--- config.mk ---
export PLATFORM = sky130hd
export DESIGN_NAME = gmii_tx_reconciliation
export DESIGN_NICKNAME = d
export VERILOG_FILES = /design/src/rtl/gmii_tx_reconciliation.sv
export SDC_FILE = /design/constraint.sdc
export NUM_CORES = 1
export LEC_CHECK = 0
export ABC_AREA = 1
export CAP_MARGIN = 10
export CORE_ASPECT_RATIO = 1.5
export CORE_MARGIN = 2
export CORE_UTILIZATION = 55
export DETAILED_ROUTE_END_ITERATION = 10
export PLACE_DENSITY = 0.82
export RECOVER_POWER = 50
export SLEW_MARGIN = 20
export SYNTH_ARGS = -nofsm -noshare
export SYNTH_HDL_FRONTEND = slang
export SYNTH_SLANG_ARGS = --single-unit
--- constraint.sdc ---
create_clock -name tx_clk -period 2.1 [get_ports tx_clk]
set_input_delay 0.42 -clock tx_clk [delete_from_list [all_inputs] [get_ports tx_clk]]
set_output_delay 0.42 -clock tx_clk [all_outputs]
set_load 0.01 [all_outputs]
--- src/rtl/gmii_tx_reconciliation.sv ---
// Purpose: GMII transmit reconciliation. Adds preamble and SFD, forwards MAC bytes with
//          their error flags, appends carrier extension up to the slot size, and holds the IFG.
// Latency: 1 cycle from MAC byte acceptance to txd. Outputs are registered and there are no bubbles.
// Backpressure: mac_ready is high only in SFD/DATA until the last byte is accepted. If the MAC
//               starves while mac_ready is high, the frame is aborted with an error byte.
// Ports:
//   tx_clk, reset                         : clock and synchronous active-high reset
//   mac_data/mac_valid/mac_last/mac_error : MAC byte stream and per-byte flags
//   ext_en                                : carrier extension enable, latched at frame start
//   mac_ready                             : byte accepted when mac_ready && mac_valid
//   txd/tx_en/tx_er                       : GMII transmit signals (registered)
//   busy, underrun                        : frame in progress; one-cycle starvation pulse
module gmii_tx_reconciliation #(
  parameter int PREAMBLE_BYTES = 7,
  parameter int IFG_BYTES      = 12,
  parameter int SLOT_BYTES     = 512,
  parameter int CNT_W          = 10
) (
  input  logic       tx_clk,
  input  logic       reset,
  input  logic [7:0] mac_data,
  input  logic       mac_valid,
  input  logic       mac_last,
  input  logic       mac_error,
  input  logic       ext_en,
  output logic       mac_ready,
  output logic [7:0] txd,
  output logic       tx_en,
  output logic       tx_er,
  output logic       busy,
  output logic       underrun
);

  localparam logic [2:0] ST_IDLE   = 3'd0;
  localparam logic [2:0] ST_PRE    = 3'd1;
  localparam logic [2:0] ST_SFD    = 3'd2;
  localparam logic [2:0] ST_DATA   = 3'd3;
  localparam logic [2:0] ST_EXTEND = 3'd4;
  localparam logic [2:0] ST_IFG    = 3'd5;

  localparam logic [7:0] PRE_BYTE     = 8'h55;
  localparam logic [7:0] SFD_BYTE     = 8'hD5;
  localparam logic [7:0] EXT_BYTE     = 8'h0F;
  localparam logic [7:0] EXT_ERR_BYTE = 8'h1F;

  localparam logic [CNT_W-1:0] PRE_LAST = CNT_W'(PREAMBLE_BYTES - 1);
  localparam logic [CNT_W-1:0] IFG_LAST = CNT_W'(IFG_BYTES - 1);
  localparam logic [CNT_W-1:0] SLOT     = CNT_W'(SLOT_BYTES);

  // state names what is on the wire in the current cycle; outputs are loaded
  // at each edge with the value belonging to the next state.
  logic [2:0]       state;
  // Shared counter: preamble index, data byte count (later the extension
  // position), and IFG index.
  logic [CNT_W-1:0] cnt;
  logic             ext_lat;    // ext_en captured at frame start
  logic             data_done;  // last byte (or underrun marker) already accepted
  logic             underran;   // frame aborted, never extend

  assign mac_ready = (state == ST_SFD) || ((state == ST_DATA) && !data_done);
  assign busy      = (state != ST_IDLE);

  always_ff @(posedge tx_clk) begin
    if (reset) begin
      state     <= ST_IDLE;
      cnt       <= '0;
      ext_lat   <= 1'b0;
      data_done <= 1'b0;
      underran  <= 1'b0;
      txd       <= 8'h00;
      tx_en     <= 1'b0;
      tx_er     <= 1'b0;
      underrun  <= 1'b0;
    end else begin
      // Wire idle unless a state below drives something else.
      txd      <= 8'h00;
      tx_en    <= 1'b0;
      tx_er    <= 1'b0;
      underrun <= 1'b0;
      case (state)
        ST_IDLE: begin
          if (mac_valid) begin
            state     <= ST_PRE;
            cnt       <= '0;
            ext_lat   <= ext_en;
            data_done <= 1'b0;
            underran  <= 1'b0;
            txd       <= PRE_BYTE;
            tx_en     <= 1'b1;
          end
        end
        ST_PRE: begin
          tx_en <= 1'b1;
          if (cnt == PRE_LAST) begin
            state <= ST_SFD;
            cnt   <= '0;
            txd   <= SFD_BYTE;
          end else begin
            cnt <= cnt + CNT_W'(1);
            txd <= PRE_BYTE;
          end
        end
        ST_SFD, ST_DATA: begin
          if (!data_done) begin
            // mac_ready is high here, so a missing byte is an underrun.
            state <= ST_DATA;
            tx_en <= 1'b1;
            if (mac_valid) begin
              txd       <= mac_data;
              tx_er     <= mac_error;
              data_done <= mac_last;
              if (cnt != SLOT) cnt <= cnt + CNT_W'(1);
            end else begin
              tx_er     <= 1'b1;
              underrun  <= 1'b1;
              data_done <= 1'b1;
              underran  <= 1'b1;
            end
          end else if (!underran && ext_lat && (cnt < SLOT)) begin
            // cnt walks from the byte count up to SLOT: SLOT-count extend cycles.
            state <= ST_EXTEND;
            cnt   <= cnt + CNT_W'(1);
            tx_er <= 1'b1;
            txd   <= mac_error ? EXT_ERR_BYTE : EXT_BYTE;
          end else begin
            state <= ST_IFG;
            cnt   <= '0;
          end
        end
        ST_EXTEND: begin
          if (cnt == SLOT) begin
            state <= ST_IFG;
            cnt   <= '0;
          end else begin
            cnt   <= cnt + CNT_W'(1);
            tx_er <= 1'b1;
            txd   <= mac_error ? EXT_ERR_BYTE : EXT_BYTE;
          end
        end
        ST_IFG: begin
          // The final IFG edge acts as the IDLE sampling edge. A waiting
          // frame therefore sees exactly IFG_BYTES idle cycles.
          if (cnt == IFG_LAST) begin
            if (mac_valid) begin
              state     <= ST_PRE;
              cnt       <= '0;
              ext_lat   <= ext_en;
              data_done <= 1'b0;
              underran  <= 1'b0;
              txd       <= PRE_BYTE;
              tx_en     <= 1'b1;
            end else begin
              state <= ST_IDLE;
              cnt   <= '0;
            end
          end else begin
            cnt <= cnt + CNT_W'(1);
          end
        end
        default: begin
          state <= ST_IDLE;
          cnt   <= '0;
        end
      endcase
    end
  end

endmodule
==> results of run 1 <==
-- synthesized netlist by cell type, drive strengths merged --
| master | number | area share [%] |
|---|---|---|
| nand2 | 62 | 17 |
| nor2 | 41 | 12 |
| inv | 33 | 8.4 |
| dfxtp | 27 | 37 |
| nand3 | 19 | 7.3 |
| a21oi | 14 | 5.0 |
| o21ai | 11 | 4.2 |
| buf | 3 | 1.9 |
| ha | 3 | 2.5 |
| clkbuf | 2 | 1.2 |
| nor3 | 2 | 0.68 |
| and2 | 1 | 0.42 |
| clkinv | 1 | 0.59 |
| nand4 | 1 | 0.42 |
| nor3b | 1 | 0.51 |
| o22ai | 1 | 0.42 |
| o31ai | 1 | 0.51 |
| xor2 | 1 | 0.59 |
-- cells by family (layout without fill, tap and decap cells) --
kind of cell / Yosys count / count (layout) / share of synthesized area (%)
AO/OA/AOI/OAI: 27 / 27 / 10.2
XOR/XNOR: 1 / 1 / 0.594
adder cells (fa/ha/maj): 3 / 3 / 2.55
buffers and inverters: 39 / 66 / 12.1
flip-flops: 27 / 27 / 36.7
AND/OR/NAND/NOR: 127 / 127 / 37.9
-- tightest hold or removal path, stage by stage (launching register included) --
cell and delay [ns]:
dfxtp_1 0.30, inv_1 0.07, a21oi_1 0.06
-- repair_timing --
action	CTS	global route
setup buffers	0	0
endpoints found under the setup margin	0	1
resized for setup	0	2
hold buffers	0	0
-- state kept, by name, summed over array words and instances, names as in the netlist --
| signal | flops |
|---|---|
| cnt | 10 |
| data_done | 1 |
| ext_lat | 1 |
| state | 3 |
| tx_en | 1 |
| tx_er | 1 |
| txd | 8 |
| underran | 1 |
| underrun | 1 |
-- final cells by class --
class / instances / share of cell area (%)
Multi-Input combinational cell: 158 / 42.2
Inverter: 34 / 7.38
Tap cell: 37 / 2.58
Clock buffer: 4 / 2.51
Timing Repair Buffer: 28 / 15.3
Sequential cell: 27 / 30.1
-- worst max path at each step --
stage               from   endpoint  slack, ns  depth (start not counted)
6_report        state[0]       busy       0.13                          5
5_1_grt         state[0]       busy       0.08                          5
4_1_cts         state[1]  mac_ready       0.03                          5
3_5_place_dp   mac_valid     cnt[6]       0.21                          8
3_3_place_gp   mac_valid     cnt[0]       0.23                          8
2_1_floorplan     cnt[0]     cnt[0]       0.73                         11
-- power by group through the flow --
stage | Clock [mW] | Sequential, mW | Combinational [mW]
2_1_floorplan | 0 | 0.665 | 0.495
3_3_place_gp | 0 | 0.651 | 0.724
3_5_place_dp | 0 | 0.655 | 0.728
4_1_cts | 0.294 | 0.642 | 0.734
5_1_grt | 0.311 | 0.650 | 0.818
6_report | 0.287 | 0.642 | 0.719
-- metal layers --
layer / vias up / wire length, um / track usage (%)
li1: 742 / - / -
met1: 621 / 1240 / 24.4
met2: 49 / 1710 / 43.8
met3: 10 / 112 / 2.67
met4: 0 / 95 / 11.8
met5: - / 0 / 0
-- through the flow --
step,std cells,hold slack [ns],power [mW],cell area [um^2],worst slack [ns]
global route,288,0.496,1.78,1800,0.0785
detailed placement,284,0.455,1.38,1750,0.208
CTS,288,0.467,1.67,1800,0.0263
finish,288,0.466,1.65,1800,0.133
floorplan,224,0.426,1.16,1470,0.733
global placement,284,0.449,1.38,1750,0.234
==> flow_summary_export.csv, run 1 <==
group,metric,value,unit
grt,grt_max_degree,21,
critical_path,crit_path_top_delay_cell,"clkdlybuf4s50_1",
clock_tree,cts_buffers,3,
clock_tree,clock-sinks,27,
min_path,min_path_type,"flop to flop",
pwr,p_leak,0.816,nW
final_layout,fillers,242,
final_layout,fin_util,68.6,%
grt,grt_pass1_vias,1338,
placement,place_hpwl,2.42,mm
clock_tree,cts-root-buf,"clkbuf_8",
min_path,worstHoldStart,"underran",
grt,grtUsageTotal,23.5,%
floorplanning,core_area,0.00262,mm^2
critical_path,r2r_cells,11,
min_path,min_to,"underran",
clock_tree,cts_buffer_depth,2,
floorplanning,die_w,46.3,um
pwr,p_per_area,917,mW/mm^2
critical_path,arrival,1.55,ns
final_layout,final_cell_mix,"59 x nand2_1, 35 x nor2_1, 31 x inv_1",
sta,setup_viol,0,
final_layout,syn2layout_area_growth,21.9,%
critical_path,worstSetupPathType,"flop to output pin",
drt,drt_iter0_markers,40,
synth,synthesis.nets,241,
pwr,clkPwrFrac,17.4,%
final_layout,fin_nets,269,
clock_tree,clk_latency,0.27,ns
critical_path,worst_setup_path_end_kind,"output pin",
critical_path,crit_buf_inv,3,
critical_path,r2r-start,"cnt[0]",
min_path,hold_depth,2,
critical_path,worstPathRequired,1.68,ns
clock_tree,htree_num_levels,1,
pwr,combPwrFrac,43.6,%
drt,drt_wl_total,3.16,mm
floorplanning,row_count,23,
sta,slew_headroom,74.7,%
status,status,"finished clean",
synth,ys_seq_area_share,36.7,%
drt,firstDrtPassIters,4,
floorplanning,dieArea,0.00312,mm^2
sta,final_max_slew_viol_count,0,
floorplanning,io_pins,27,
synth,yosys_warnings,0,
critical_path,cpLargestDelayFamily,"buffers and inverters",
final_layout,layout_commonest_cell,"nand2_1",
sta,fin_setup_tns,0,ns
pwr,power.switching,633,uW
sta,fin_skew,0.00297,ns
critical_path,rrSetupSlack,0.39,ns
pwr,p_int,1.01,mW
final_layout,antenna_cells,0,
synth,ys_types,29,
synth,synthCells,224,
drt,vias,1422,
synth,synth_area_per_cell,6.58,um^2
clock_tree,cts_tree,"yes",
pwr,seq_power_share,39.0,%
sta,post-route-min-period,1.97,ns
sta,finalCritPeriodShare,93.7,%
drt,viasPerCell,4.94,
pwr,p_sw_share,38.4,%
sta,worst_pin_slew,0.378,ns
critical_path,cpPeakStageDelay,0.54,ns
floorplanning,die_h,67.4,um
critical_path,timing.rr.end,"cnt[6]",
final_layout,drive_above_1_share,7.97,%
critical_path,critPathMaxFanout,5,
grt,overflow,0,
run,maxCapViolCount,0,
drt,route.detailed.drc,0,
sta,hold_viol_final,0,
final_layout,regArea,541,um^2
drt,drtAntennaViolNets,0,
placement,gp_congestion,0.908,
drt,wire_per_inst,11.0,um
synth,synth_area,0.00147,mm^2
sta,rsz0062_at_grt,"no",
clock_tree,cts.clk_slew.worst_paths,0.09,ns
grt,antenna_found_initial,0,
pwr,irDropWorstVdd,593,uV
critical_path,worstPathCellList,"nor2_2, inv_2, nor2_4, inv_1, clkdlybuf4s50_1",
critical_path,worstSetupStartpointType,"flop",
floorplanning,initial_core_util,56.3,%
grt,grt_pass1_wl,5.42,mm
sta,fmax,0.508,GHz
synth,ys_ff_latch,27,
final_layout,multiInputGateArea,758,um^2
placement,port_buffers,26,
(Power assumes the default switching activity.)
==> run 2: changes to the inputs <==
GPL_TIMING_DRIVEN = 0   (was not set)
==> run 2 against run 1 <==
Compared with the run above: critical path depth is the same; flip-flop and latch count unchanged; hold slack about the same; utilization rose by 0.76 points; wire length up 2.3%; via count up 1.3%; largest cell class unchanged; highest routed layer unchanged.
==> flow_summary_export.csv, run 2 (synthesized netlist as in run 1, its figures left out) <==
group,metric,value,unit
critical_path,crit_path_top_delay_cell,"clkdlybuf4s50_1",
drt,drt_iter0_markers,35,
pwr,p_int,1.04,mW
clock_tree,post_cts_buffers,0,
critical_path,worstSetupPathType,"flop to output pin",
final_layout,largest_reg_flops,10,
critical_path,cpPeakStageDelay,0.53,ns
critical_path,cpLargestDelayFamily,"buffers and inverters",
clock_tree,clock-sinks,27,
drt,viasPerCell,4.97,
critical_path,critPathMaxFanout,5,
final_layout,layout_commonest_cell,"nand2_1",
min_path,min_path_type,"flop to flop",
sta,fin_setup_tns,0,ns
final_layout,fin_nets,271,
final_layout,regMostFlops,"cnt",
floorplanning,core_area,0.00262,mm^2
sta,setup_viol,0,
drt,drt_wl_total,3.23,mm
sta,hold_viol_final,0,
drt,dr_wl_met2,1.86,mm
pwr,p_per_area,926,mW/mm^2
final_layout,biggestRegsByFlops,"cnt x10, txd x8, state x3",
floorplanning,initial_core_util,56.3,%
floorplanning,dieArea,0.00312,mm^2
drt,route.top_layer_used,"met4",
final_layout,antenna_cells,0,
sta,fmax,0.518,GHz
sta,post-route-min-period,1.93,ns
clock_tree,cts.repair.resized,0,
pwr,combPwrFrac,44.8,%
floorplanning,die_h,67.4,um
grt,overflow,0,
placement,place_hpwl,2.56,mm
clock_tree,cts_buffer_depth,2,
grt,grt_max_degree,15,
clock_tree,cts_tree,"yes",
grt,grt_pass1_wl,5.51,mm
final_layout,final_cell_mix,"59 x nand2_1, 36 x nor2_1, 31 x inv_1",
floorplanning,io_pins,27,
pwr,clkPwrFrac,17.6,%
pwr,p_sw_share,38.3,%
sta,slew_headroom,69.5,%
clock_tree,cts_hold_buf,0,
critical_path,worstSetupStartpointType,"flop",
pwr,seq_power_share,37.6,%
status,status,"finished clean",
floorplanning,row_count,23,
final_layout,fin_util,69.4,%
grt,antenna_found_initial,0,
min_path,worstHoldStart,"ext_lat",
clock_tree,cts.clk_slew.worst_paths,0.09,ns
pwr,irDropWorstVdd,580,uV
sta,final_max_slew_viol_count,0,
clock_tree,cts_buffers,3,
critical_path,crit_buf_inv,3,
critical_path,r2r-start,"cnt[0]",
drt,firstDrtPassIters,4,
grt,grt_pass1_vias,1414,
grt,grtUsageTotal,24.0,%
sta,finalCritPeriodShare,92.0,%
drt,vias,1441,
sta,fin_skew,0.00781,ns
clock_tree,htree_num_levels,1,
critical_path,worstPathCellList,"nor2_2, inv_2, nor2_4, inv_1, clkdlybuf4s50_1",
sta,rsz0062_at_grt,"no",
critical_path,crit_path_start,"state[0]",
drt,drtAntennaViolNets,0,
final_layout,syn2layout_area_growth,23.3,%
drt,wl_met1,1.22,mm
clock_tree,clk_latency,0.27,ns
critical_path,worstPathRequired,1.68,ns
pwr,p_leak,0.828,nW
placement,gp_congestion,0.875,
drt,route.detailed.drc,0,
drt,wl_met3,90,um
sta,worst_pin_slew,0.457,ns
clock_tree,cts-root-buf,"clkbuf_8",
placement,port_buffers,25,
drt,wire_per_inst,11.1,um
run,maxCapViolCount,0,
pwr,power.switching,644,uW
final_layout,drive_above_1_share,8.30,%
critical_path,arrival,1.51,ns
critical_path,worst_setup_path_end_kind,"output pin",
floorplanning,die_w,46.3,um
## run 2: changes by cell type in the layout (fill, tap and decap cells not counted), sizes merged
| cell | change |
|---|---|
| buf | +1 |
| clkbuf | +2 |
| clkdlybuf4s50 | -1 |
## run 2: tightest hold or removal path: cells and delay by family, from the launching register on
family	cells	cell delay (ns)
flops	1	0.32
simple gates	1	0.06
compound gates	1	0.05
## run 2: stage by stage
stage	std cells	area [um^2]	power (mW)	hold WS, ns	worst slack (ns)
after detailed placement	286	1770	1.42	0.453	0.320
after floorplan	224	1470	1.16	0.426	0.733
after global placement	286	1770	1.40	0.444	0.327
after global routing	290	1820	1.81	0.501	0.0937
after CTS	290	1820	1.71	0.467	0.0119
final	290	1820	1.68	0.466	0.168
## run 2: worst paths after layout
kind,slack (ns),cells after the start,end
worst min register to register,0.47,2,ext_lat
worst max-delay path,0.17,5,busy
worst min-delay path,0.47,2,ext_lat
worst max register to register,0.43,11,cnt[5]
## run 2: power groups by stage
stage          registers (mW)  clock network, mW  logic, mW
2_1_floorplan           0.665                  0      0.495
3_3_place_gp            0.644                  0      0.760
3_5_place_dp            0.648                  0      0.767
4_1_cts                 0.636              0.298      0.771
5_1_grt                 0.644              0.322      0.847
6_report                0.633              0.296      0.754
## run 2: layer usage
metal  GRT usage [%]  vias up
met5               0        -
met4            11.8        0
met3            2.94        6
met2            46.9       29
met1            22.8      655
li1                -      751
## run 2: area by class of cell
| cell class | count | area, um^2 |
|---|---|---|
| Fill cell | 241 | 802 |
| Multi-Input combinational cell | 158 | 756 |
| Sequential cell | 27 | 541 |
| Timing Repair Buffer | 25 | 253 |
| Inverter | 34 | 133 |
| Tap cell | 37 | 46.3 |
| Clock buffer | 4 | 45.0 |
| Buffer | 5 | 43.8 |
==> run 3: changes to the inputs <==
GPL_TIMING_DRIVEN = 1   (was 0)
==> results of run 3 <==
No change in the layout: final DEF, timing and power equal those of run 1.
